<file path="src/rtl/clkgen_pkg.sv">
// ---------------------------------------------------------------------------
// clkgen_pkg
//   Shared definitions for the programmable clock divider.
//   - MIN_DIV      : smallest divisor a channel will ever run with.
//   - ch_action_e  : per-edge action a channel takes at each rising clk edge.
//   - clamp_div()  : maps a requested divisor onto the legal range.
// ---------------------------------------------------------------------------
package clkgen_pkg;

   localparam int unsigned MIN_DIV = 2;

   // What a channel does at the next rising edge.
   //   ActRun          : advance the counter (running, or finishing a period)
   //   ActApplyStopped : stopped with a pending divisor, adopt it now
   //   ActHold         : stopped, nothing to do
   typedef enum logic [1:0] {
      ActRun,
      ActApplyStopped,
      ActHold
   } ch_action_e;

   // Divisors 0 and 1 cannot form a 50 % clock; they are stored as MIN_DIV.
   function automatic int unsigned clamp_div(input int unsigned div);
      return (div < MIN_DIV) ? MIN_DIV : div;
   endfunction

endpackage

</file>
<file path="src/rtl/prog_clock_divider_if.sv">
// ---------------------------------------------------------------------------
// prog_clock_divider_if
//   Control/status bundle for prog_clock_divider.
//   div_val  : per-channel divisor, channel i at [i*CNT_W +: CNT_W]
//   div_load : per-channel one-cycle load strobe
//   ch_en    : per-channel run enable (level)
//   clk_out  : per-channel divided clock
//   tick     : per-channel one-cycle strobe at each clk_out rising edge
//   pending  : per-channel loaded divisor not yet applied
//   master modport drives the controls, slave modport is the divider.
// ---------------------------------------------------------------------------
interface prog_clock_divider_if #(
   parameter int unsigned NUM_CH = 4,
   parameter int unsigned CNT_W  = 16
);

   logic [NUM_CH*CNT_W-1:0] div_val;
   logic [NUM_CH-1:0]       div_load;
   logic [NUM_CH-1:0]       ch_en;
   logic [NUM_CH-1:0]       clk_out;
   logic [NUM_CH-1:0]       tick;
   logic [NUM_CH-1:0]       pending;

   modport master (
      output div_val,
      output div_load,
      output ch_en,
      input  clk_out,
      input  tick,
      input  pending
   );

   modport slave (
      input  div_val,
      input  div_load,
      input  ch_en,
      output clk_out,
      output tick,
      output pending
   );

endinterface

</file>
<file path="src/rtl/clk_div_channel.sv">
// ---------------------------------------------------------------------------
// clk_div_channel
//   One divider channel: 50 %-duty clock for any integer divisor >= 2, a
//   tick strobe at each output rising edge, and glitch-free reprogramming
//   through a shadow register applied only at period boundaries.
//
//   clk        in   source clock (rising edge; odd-divisor flop on falling)
//   rst        in   asynchronous active-high reset
//   div_val_i  in   new divisor
//   div_load_i in   one-cycle strobe capturing div_val_i into the shadow
//   ch_en_i    in   run enable; dropping it lets the current period finish
//   clk_out_o  out  divided clock
//   tick_o     out  one-cycle strobe coincident with clk_out rising
//   pending_o  out  shadow holds a divisor not yet applied
// ---------------------------------------------------------------------------
module clk_div_channel
   import clkgen_pkg::*;
#(
   parameter int unsigned CNT_W   = 16,
   parameter int unsigned DEF_DIV = 2
) (
   input  logic             clk,
   input  logic             rst,
   input  logic [CNT_W-1:0] div_val_i,
   input  logic             div_load_i,
   input  logic             ch_en_i,
   output logic             clk_out_o,
   output logic             tick_o,
   output logic             pending_o
);

   localparam logic [CNT_W-1:0] CntOne = CNT_W'(1);
   localparam logic [CNT_W-1:0] DefDiv = CNT_W'(clamp_div(DEF_DIV));

   logic [CNT_W-1:0] d_act_q, d_act_d;
   logic [CNT_W-1:0] d_shd_q, d_shd_d;
   logic [CNT_W-1:0] cnt_q, cnt_d;
   logic             q_p_q, q_p_d;
   logic             q_n_q;
   logic             pend_q, pend_d;
   logic             tick_q, tick_d;

   logic             at_end;
   logic [CNT_W-1:0] cnt_next;
   logic [CNT_W-1:0] d_eff;
   logic [CNT_W-1:0] load_val;
   ch_action_e       action;

   assign load_val = CNT_W'(clamp_div(32'(div_val_i)));

   // ------------------------------------------------------------------
   // Action decode
   // ------------------------------------------------------------------
   always_comb begin
      at_end   = (cnt_q == (d_act_q - CntOne));
      cnt_next = at_end ? '0 : (cnt_q + CntOne);
      // A period in progress always runs to completion, even with ch_en low;
      // the stopped state is exactly "at_end with ch_en low".
      if (ch_en_i || !at_end) begin
         action = ActRun;
      end else if (pend_q) begin
         action = ActApplyStopped;
      end else begin
         action = ActHold;
      end
   end

   // ------------------------------------------------------------------
   // Next state
   // ------------------------------------------------------------------
   always_comb begin
      d_act_d = d_act_q;
      d_shd_d = d_shd_q;
      cnt_d   = cnt_q;
      q_p_d   = 1'b0;
      pend_d  = pend_q;
      tick_d  = 1'b0;
      d_eff   = d_act_q;

      unique case (action)
         ActRun: begin
            cnt_d = cnt_next;
            if (at_end && pend_q) begin
               d_act_d = d_shd_q;
               pend_d  = 1'b0;
               d_eff   = d_shd_q;
            end
            q_p_d  = (cnt_next < (d_eff >> 1));
            tick_d = at_end;
         end
         ActApplyStopped: begin
            d_act_d = d_shd_q;
            cnt_d   = d_shd_q - CntOne;
            pend_d  = 1'b0;
         end
         default: begin
            // ActHold: counter parked at d_act-1, outputs low.
         end
      endcase

      // A load on the apply edge stays pending for the following boundary.
      if (div_load_i) begin
         d_shd_d = load_val;
         pend_d  = 1'b1;
      end
   end

   // ------------------------------------------------------------------
   // State registers
   // ------------------------------------------------------------------
   always_ff @(posedge clk or posedge rst) begin
      if (rst) begin
         d_act_q <= DefDiv;
         d_shd_q <= DefDiv;
         cnt_q   <= DefDiv - CntOne;
         q_p_q   <= 1'b0;
         pend_q  <= 1'b0;
         tick_q  <= 1'b0;
      end else begin
         d_act_q <= d_act_d;
         d_shd_q <= d_shd_d;
         cnt_q   <= cnt_d;
         q_p_q   <= q_p_d;
         pend_q  <= pend_d;
         tick_q  <= tick_d;
      end
   end

   // Half-cycle delayed copy of q_p; OR-ing it in stretches the high time of
   // an odd divisor by half a source period.
   always_ff @(negedge clk or posedge rst) begin
      if (rst) begin
         q_n_q <= 1'b0;
      end else begin
         q_n_q <= q_p_q;
      end
   end

   // ------------------------------------------------------------------
   // Outputs
   // ------------------------------------------------------------------
   always_comb begin
      clk_out_o = d_act_q[0] ? (q_p_q | q_n_q) : q_p_q;
      tick_o    = tick_q;
      pending_o = pend_q;
   end

endmodule

</file>
<file path="src/rtl/prog_clock_divider.sv">
// ---------------------------------------------------------------------------
// prog_clock_divider
//   NUM_CH independent programmable clock dividers. Each channel produces a
//   50 %-duty divided clock, a tick strobe and a pending flag.
//
//   clk  in   source clock
//   rst  in   asynchronous active-high reset
//   bus  slave modport of prog_clock_divider_if (div_val, div_load, ch_en in;
//        clk_out, tick, pending out)
// ---------------------------------------------------------------------------
module prog_clock_divider
   import clkgen_pkg::*;
#(
   parameter int unsigned NUM_CH  = 4,
   parameter int unsigned CNT_W   = 16,
   parameter int unsigned DEF_DIV = 2
) (
   input  logic              clk,
   input  logic              rst,
   prog_clock_divider_if.slave bus
);

   logic [NUM_CH-1:0] clk_out_w;
   logic [NUM_CH-1:0] tick_w;
   logic [NUM_CH-1:0] pending_w;

   for (genvar i = 0; i < NUM_CH; i++) begin : g_ch
      clk_div_channel #(
         .CNT_W   (CNT_W),
         .DEF_DIV (DEF_DIV)
      ) u_ch (
         .clk        (clk),
         .rst        (rst),
         .div_val_i  (bus.div_val[i*CNT_W +: CNT_W]),
         .div_load_i (bus.div_load[i]),
         .ch_en_i    (bus.ch_en[i]),
         .clk_out_o  (clk_out_w[i]),
         .tick_o     (tick_w[i]),
         .pending_o  (pending_w[i])
      );
   end

   assign bus.clk_out = clk_out_w;
   assign bus.tick    = tick_w;
   assign bus.pending = pending_w;

endmodule

</file>
<file path="src/flat_wrapper.sv">
// flat-port wrapper written by rule: the top's interface ports become plain ports
module prog_clock_divider_flat import clkgen_pkg::*;
#(
   parameter int unsigned NUM_CH  = 4,
   parameter int unsigned CNT_W   = 16,
   parameter int unsigned DEF_DIV = 2
)
  (clk, rst, bus_div_val, bus_div_load, bus_ch_en, bus_clk_out, bus_tick, bus_pending);
  prog_clock_divider_if #(.NUM_CH(NUM_CH), .CNT_W(CNT_W)) bus_i ();
  input  logic clk;
  input  logic rst;
  input wire logic [$bits(bus_i.div_val)-1:0] bus_div_val;
  input wire logic [$bits(bus_i.div_load)-1:0] bus_div_load;
  input wire logic [$bits(bus_i.ch_en)-1:0] bus_ch_en;
  output wire logic [$bits(bus_i.clk_out)-1:0] bus_clk_out;
  output wire logic [$bits(bus_i.tick)-1:0] bus_tick;
  output wire logic [$bits(bus_i.pending)-1:0] bus_pending;
  assign bus_i.div_val = bus_div_val;
  assign bus_i.div_load = bus_div_load;
  assign bus_i.ch_en = bus_ch_en;
  assign bus_clk_out = bus_i.clk_out;
  assign bus_tick = bus_i.tick;
  assign bus_pending = bus_i.pending;
  prog_clock_divider #(.NUM_CH(NUM_CH), .CNT_W(CNT_W), .DEF_DIV(DEF_DIV)) u_core (.clk(clk), .rst(rst), .bus(bus_i));
endmodule
</file>
<file path="config.mk">
export PLATFORM = sky130hd
export DESIGN_NAME = prog_clock_divider_flat
export DESIGN_NICKNAME = d
export VERILOG_FILES = /design/src/rtl/clkgen_pkg.sv /design/src/rtl/prog_clock_divider_if.sv /design/src/rtl/clk_div_channel.sv /design/src/rtl/prog_clock_divider.sv /design/src/flat_wrapper.sv
export SDC_FILE = /design/constraint.sdc
export NUM_CORES = 1
export LEC_CHECK = 0
export CORE_ASPECT_RATIO = 2
export CORE_MARGIN = 8
export CORE_UTILIZATION = 57
export CTS_CLUSTER_DIAMETER = 200
export DETAILED_ROUTE_END_ITERATION = 12
export HOLD_SLACK_MARGIN = 0.02
export PLACE_DENSITY = 0.77
export SYNTH_ARGS = -nofsm -noshare
export SYNTH_HDL_FRONTEND = slang
export SYNTH_SLANG_ARGS = --single-unit
</file>
<file path="constraint.sdc">
create_clock -name clk -period 20.2 [get_ports clk]
set_input_delay 3.03 -clock clk [delete_from_list [all_inputs] [get_ports clk]]
set_output_delay 3.03 -clock clk [all_outputs]
set_load 0.05 [all_outputs]
</file>
; ---- After elaboration in Yosys (flattened, before gate mapping)
; Cells that the tools add are included.
[classes]
add_sub_neg = 12
order_cmp = 8
eq_ne = 12
muxes = 56
n_bitwise = 4
reduce_logical = 28
[op_table]
columns = cell, n
row1 = $mux 16, 16
row2 = $pmux 16 s2, 8
row3 = $sub 16x1->16 const B, 8
row4 = $add 16x1->16 const B, 4
row5 = $eq 16x16->1, 4
row6 = $lt 16x15->1, 4
row7 = $lt 16x2->1 const B, 4
row8 = $mux 1, 20
row9 = $mux 2, 8
row10 = $ne 3x3->1 const B, 4
row11 = $reduce_bool 3->1, 4
row12 = $eq 2x1->1 const B, 4
row13 = $logic_not 2->1, 4
row14 = $pmux 1 s2, 4
row15 = $reduce_and 2->1, 4
row16 = $reduce_bool 2->1, 4
row17 = $logic_and 1x1->1, 4
row18 = $logic_not 1->1, 4
row19 = $logic_or 1x1->1, 4
row20 = $or 1x1->1, 4
[word_totals]
register_bits = 208
inputBits = 74
out_inout_bits = 12
wordCells = 148

; ---- Longest topological paths before layout
[depth]
word_depth = 9
ltp_mapped = 19
ltp_nobuf = 18

; ---- By module
; From an unflattened synthesis, not the netlist that was laid out.
[hier_totals]
cells_unflattened = 1525
hier_area_um2 = 14536.4
[modules_own_cells]
columns = mod, n_inst, cells_each, area_each_um2, seq_area_each_um2
row1 = clk_div_channel (u_core.g_ch[1].u_ch ...), 3, 383, 3608.5, 1305.0
row2 = clk_div_channel (u_core.g_ch[0].u_ch), 1, 376, 3711.1, 1305.0

==> metrics.yaml <==
status: "finished clean"
grt_usage_pct: 26.2
worst_slew_pin_slew_ps: 1160
slew_violations: 0
cp_data_arrival_time_ps: 11970
synth_xor_area_share_pct: 11.3
synth.area.mux_share_pct: 11.6
holdPathStages: 2
grt_pass1_vias: 12800
tns_ps: 0
synth_seq_cells: 208
finalClockSkew_ps: 16.1
rsz0062_at_grt: "false"
syn_inst: 1547
core_area_sq_mm: 0.0249
die_w_microns: 128
synth_top_family_by_area: "simple AND/OR/NAND/NOR gates"
dp_hpwl_microns: 30100
core.rowCount: 82
grt_antenna_before_repair: 0
areaGrowthSynthToFinish_pct: 12.0
synth-simple-area-share_pct: 18.6
p_leak_nw: 7.41
via_count: 12100
crit_path_top_delay_cell: "clkdlybuf4s50_1"
seq_area_frac_synth_pct: 36.2
grt_pass1_wl_microns: 64300
root_buffer: "clkbuf_16"
drt_iter0_markers: 711
synthesis.nets: 1689
powerDensity_mw_per_mm2: 67.4
start_util_pct: 57.9
postCtsSetupBuffers: 0
routed_wl_microns: 39400
die_area_sq_mm: 0.0310
worst_path_dominant_cell_family: "buffers and inverters"
cts.repair.resized: 0
drt.antenna.violating_nets: 0
synthAdderAreaFrac_pct: 5.97
synthesis.area_per_instance_sq_um: 9.32
syn_area_sq_mm: 0.0144
path_depth: 2
rr_worst_depth: 0
path_cells: "a21o_1, clkdlybuf4s50_1"
grt_max_degree: 83
drcViolationCount: 0
max_stage_delay_ps: 810
ff2ff_setup_slack_ps: 9560
max_slew_margin_pct: 22.2
endpoint_kind: "output pin"
async_flop_share_pct: 100
drive_gt1_share_pct: 10.4
cts_tree: "built"
die_h_microns: 241
cts_buffers: 22
via_per_inst: 6.27
synth_compound_area_share_pct: 11.8
io_buffers: 85
first_pass_iters: 6
required_ps: 17170
overflow: 0
wire_per_inst_microns: 20.4
io_pins: 86
h-tree-depth: 1
fin_ws_ps: 5200
clockBufferDepth: 3
synth_edf_count: 0
critPathLaunchType: "register"
n_antenna_cell: 0
cap_viol_max_count: 0
cts.sinks: 208
hold_viol_final: 0
hold_path.class: "register to register"
critPathMaxFanout: 1
yosysUniqueCellTypes: 76
cts_hold_repair.buffers: 0
clkTransAtPathRegs_ps: 60
cp_num_buf_inv: 1
clock_latency_ps: 530
yosys_warnings: 0
dp_slack_ps: 5300
finalSetupViolations: 0
layout.nets: 1725
path_class: "register to output pin"
vdd_drop_max_mv: 0.0677
synth-main-ff-cell: "dfrtp_1"
routabilityCongestion: 0.959
## power breakdown
| part | internal [mW] | leakage, nW | total [mW] | switching, mW |
|---|---|---|---|---|
| Clock | 0.254 | 0.369 | 0.430 | 0.176 |
| Sequential | 0.442 | 2.58 | 0.487 | 0.0453 |
| Combinational | 0.0832 | 4.46 | 0.171 | 0.0874 |
| Total | 0.779 | 7.41 | 1.09 | 0.309 |
## routing by layer
layer  routed length (microns)  up-vias  track usage, %
li1                          -     5645               -
met1                     13200     5913            24.4
met2                     21500      394            49.3
met3                      1570      181            3.65
met4                      3140        0            21.2
met5                         0        -               0
## cell families (layout without fill, tap and decap cells)
kind of cell	Yosys count	count (layout)
mux	156	156
simple gates	523	523
buf+inv	155	207
fa+ha+maj	69	69
compound gates	250	250
flops	208	208
xor+xnor	186	186
## layout by cell type, fill, tap and decap left out, types with 31 or more instances in the layout
master / count
a21oi_1: 47
clkdlybuf4s50_1: 85
dfrtp_1: 192
ha_1: 68
inv_1: 69
mux2_2: 86
mux2i_1: 70
nand2_1: 80
nand3_1: 54
nand4_1: 32
nor2_1: 158
nor3_1: 52
nor4_1: 39
o21ai_0: 48
o22ai_1: 31
xnor2_1: 109
xor2_1: 77
## sequential cells by signal (all words and copies together), names as in the netlist
signal                      flops
u_core.g_ch.u_ch.q_p_q          4
u_core.g_ch.u_ch.d_shd_q       64
u_core.g_ch.u_ch.d_act_q       64
u_core.g_ch.u_ch.q_n_q          4
u_core.g_ch.u_ch.cnt_q         64
u_core.g_ch.u_ch.tick_o         4
u_core.g_ch.u_ch.pending_o      4
## per-stage QoR
step	instance area [sq um]	power, mW	instances	hold WS [ps]	util [%]
6_report	16200	1.09	1935	509	64.8
5_1_grt	16200	1.14	1935	549	64.8
4_1_cts	16200	1.09	1935	512	64.8
3_5_place_dp	15400	0.662	1895	502	61.7
3_3_place_gp	15400	0.655	1895	490	61.7
2_1_floorplan	14400	0.602	1547	475	-
## tightest hold or removal path: stages (launching register included)
cell	delay, ps
dfstp_2	390
nand2_1	50
o21ai_0	70
## cell usage after synthesis (10+ instances only)
cell type / count / area [sq um]
o21ai_0: 48 / 240
nand3_1: 54 / 270
xor2_1: 77 / 674
and3_1: 18 / 113
nor2_1: 158 / 593
ha_1: 68 / 851
dfstp_2: 12 / 315
nand2_1: 80 / 300
a211o_1: 19 / 166
buf_4: 12 / 90.1
a21o_1: 23 / 173
xnor2_1: 109 / 955
nand3b_1: 13 / 97.6
o22ai_1: 31 / 194
a21oi_1: 47 / 235
mux2_2: 86 / 968
or3_1: 11 / 68.8
nor3_1: 52 / 260
a221o_1: 10 / 100
nand4_1: 32 / 200
clkbuf_1: 57 / 214
mux2i_1: 70 / 701
inv_1: 70 / 263
nor4_1: 39 / 244
dfrtp_1: 192 / 4800
## area by class of cell
| type | count | area [sq um] |
|---|---|---|
| clock inverter | 11 | 139 |
| clock buffer | 29 | 618 |
| fill | 2045 | 8780 |
| sequential | 208 | 5220 |
| timing repair buffer | 96 | 933 |
| tap | 336 | 420 |
| inverter | 71 | 274 |
| multi-input combinational | 1184 | 8550 |
## worst paths after layout
kind	from	end
max in group asynchronous	rst	u_core.g_ch[3].u_ch.q_n_q
min in group asynchronous	rst	u_core.g_ch[2].u_ch.d_shd_q[12]
min reg2reg	u_core.g_ch[1].u_ch.d_act_q[1]	u_core.g_ch[1].u_ch.d_act_q[1]
min	u_core.g_ch[1].u_ch.d_act_q[1]	u_core.g_ch[1].u_ch.d_act_q[1]
max	u_core.g_ch[3].u_ch.q_n_q	bus_clk_out[3]
max reg2reg	u_core.g_ch[2].u_ch.q_p_q	u_core.g_ch[2].u_ch.q_n_q
Power figures use the tool's default switching activity.
==> edit: new RTL, same settings <==
`NUM_CH` is set to 4 in 3 places; all go to 8.
--- a/src/rtl/prog_clock_divider_if.sv
+++ b/src/rtl/prog_clock_divider_if.sv
@@ -10,7 +10,7 @@
 //   master modport drives the controls, slave modport is the divider.
 // ---------------------------------------------------------------------------
 interface prog_clock_divider_if #(
-   parameter int unsigned NUM_CH = 4,
+   parameter int unsigned NUM_CH = 8,
    parameter int unsigned CNT_W  = 16
 );
 
--- a/src/rtl/prog_clock_divider.sv
+++ b/src/rtl/prog_clock_divider.sv
@@ -11,7 +11,7 @@
 module prog_clock_divider
    import clkgen_pkg::*;
 #(
-   parameter int unsigned NUM_CH  = 4,
+   parameter int unsigned NUM_CH  = 8,
    parameter int unsigned CNT_W   = 16,
    parameter int unsigned DEF_DIV = 2
 ) (
--- a/src/flat_wrapper.sv
+++ b/src/flat_wrapper.sv
@@ -1,7 +1,7 @@
 // flat-port wrapper written by rule: the top's interface ports become plain ports
 module prog_clock_divider_flat import clkgen_pkg::*;
 #(
-   parameter int unsigned NUM_CH  = 4,
+   parameter int unsigned NUM_CH  = 8,
    parameter int unsigned CNT_W   = 16,
    parameter int unsigned DEF_DIV = 2
 )
Interface: changed (6 resized); port bits go from 86 to 170. No check against the original RTL was run, so the function may have changed too.
==> edit against the original RTL <==
Sequential share of layout area is 0.92 points lower; largest cell class unchanged; worst setup slack worse by 0.085 ns; sequential cell count is 208 higher; combinational power is 100% higher; count of clock-buffer cells in the layout is 29 higher; register-to-register slack hardly changed; cell area is 110% higher; core utilization is 1.2 points lower; critical endpoint is now bus_clk_out[1]; area after synthesis is 110% higher; power is 99% higher; routed wire length is 93% higher.
==> edit: results (changes against the original RTL) <==
outcome complete, no violations; postcts setup bufs 0 (unchanged); clk_lat worst skew 0.58 ns (+0.05 ns); WL per Instance 19.2 um (-5.7%); largest net degree at the start of global routing 153 (+84%); crit path DAT 12.05 ns (+0.08 ns); max incr delay on CP 0.82 ns; initial antenna violation count 1 (+1); worst r2r path cells 0 (unchanged); DR vias/cell 6.29 (+0.26%); leak pwr 15.1 nW (+100%); post-route clock skew 0.0267 ns (+0.0106 ns); CTS Buf Count 41 (+86%); number of global-route vias before repair 24354 (+91%); top cells by area, synth dfrtp_1 (32%), xnor2_1 (6.4%), mux2_2 (6.0%); distinct cell type count after synthesis 90 (+18%); TritonRoute pass-1 iters 5 (-1); Syn Nets 3495 (+110%); routed vias 24864 (+100%); H-tree Lvls 2 (+1); dpl hpwl 56200 um (+87%); VDD IR-drop max 0.0781 mV (+15%); first-pass GRT wire length 126000 um (+96%); Worst-path clk slew approximately 0.07 ns; Commonest cells post-synth dfrtp_1 (384), nor2_1 (286), xnor2_1 (217), mux2_2 (160), xor2_1 (139); Starting DRT DRC Count 2198 (+210%); Final Wtd Congestion 0.909 (-5.2%); Crit. Startpoint u_core.g_ch[1].u_ch.q_n_q; hold path startpoint u_core.g_ch[7].u_ch.d_act_q[1]; IO buf count 169 (+99%); post-synthesis average cell area 9.31 sq um (about the same); Total GRT Usage 0.249 (-0.0128); Top Registers u_core.g_ch.u_ch.cnt_q x128, u_core.g_ch.u_ch.d_act_q x128, u_core.g_ch.u_ch.d_shd_q x128; sequential share of the synthesized area 0.349 (-0.0131); share of cells above drive strength 1 0.103 (-0.00137); top cell type's share of synthesized area 0.321 (-0.0120); worst r2r src u_core.g_ch[0].u_ch.q_p_q; final-layout fill cell count 4280 (+110%); placed insts 3878 (+100%); Slew HR 0.156 (-0.0656)
edit: cell types whose count changed after synthesis, sizes merged, moves of 47 or more:
| cell | before | now |
|---|---|---|
| inv | 70 | 138 |
| mux2 | 86 | 175 |
| xnor2 | 109 | 217 |
| a21oi | 47 | 97 |
| xor2 | 77 | 139 |
| nor2 | 158 | 287 |
| ha | 68 | 136 |
| nor3 | 53 | 130 |
| o21ai | 49 | 104 |
| dfrtp | 192 | 384 |
| nand3 | 54 | 101 |
| mux2i | 70 | 137 |
| nand2 | 81 | 140 |
| clkbuf | 57 | 118 |
edit: worst paths after layout:
| kind | end | slack (ns) |
|---|---|---|
| worst max register to register | u_core.g_ch[0].u_ch.q_n_q | 9.56 |
| min in group asynchronous | u_core.g_ch[5].u_ch.d_shd_q[4] | 3.02 |
| worst min-delay path | u_core.g_ch[7].u_ch.d_act_q[1] | 0.54 |
| max in group asynchronous | u_core.g_ch[3].u_ch.q_n_q | 5.99 |
| worst max-delay path | bus_clk_out[1] | 5.12 |
| worst min register to register | u_core.g_ch[7].u_ch.d_act_q[1] | 0.54 |
edit: cells by family after synthesis:
kind of cell | share of synthesized area
AO/OA/AOI/OAI | 0.138
AND/OR/NAND/NOR | 0.192
flip-flops | 0.349
adder cells (fa/ha/maj) | 0.0569
buffers and inverters | 0.0468
XOR/XNOR | 0.104
multiplexers | 0.113
edit: area by class of cell:
| type | count | area, sq um | share of cell area |
|---|---|---|---|
| clock inverter | 18 | 260 | 0.00783 |
| timing repair buffer | 190 | 1870 | 0.0564 |
| tap | 665 | 832 | 0.0250 |
| multi-input combinational | 2469 | 18100 | 0.545 |
| antenna | 1 | 2.50 | 0.0000753 |
| inverter | 138 | 522 | 0.0157 |
| sequential | 416 | 10400 | 0.314 |
| clock buffer | 58 | 1200 | 0.0362 |
edit: through the flow:
| step | setup slack, ns | instance area, sq um |
|---|---|---|
| after floorplan | 1.67 | 29900 |
| after global placement | 5.29 | 31800 |
| after detailed placement | 5.28 | 31800 |
| after CTS | 5.08 | 33200 |
| after global routing | 5.08 | 33200 |
| final | 5.12 | 33200 |
edit: report_power, final:
part	leakage, nW	switching [mW]	total (mW)	internal (mW)
logic	9.19	0.170	0.342	0.172
registers	5.17	0.0997	0.986	0.886
clock network	0.715	0.344	0.839	0.494
total	15.1	0.614	2.17	1.55
edit: layer usage:
layer / global-route usage / share of wire / vias up
li1: - / - / 11786
met1: 0.355 / 0.45 / 12095
met2: 0.391 / 0.47 / 840
met3: 0.0272 / 0.056 / 143
met4: 0.0765 / 0.027 / 0
met5: 0 / 0 / -
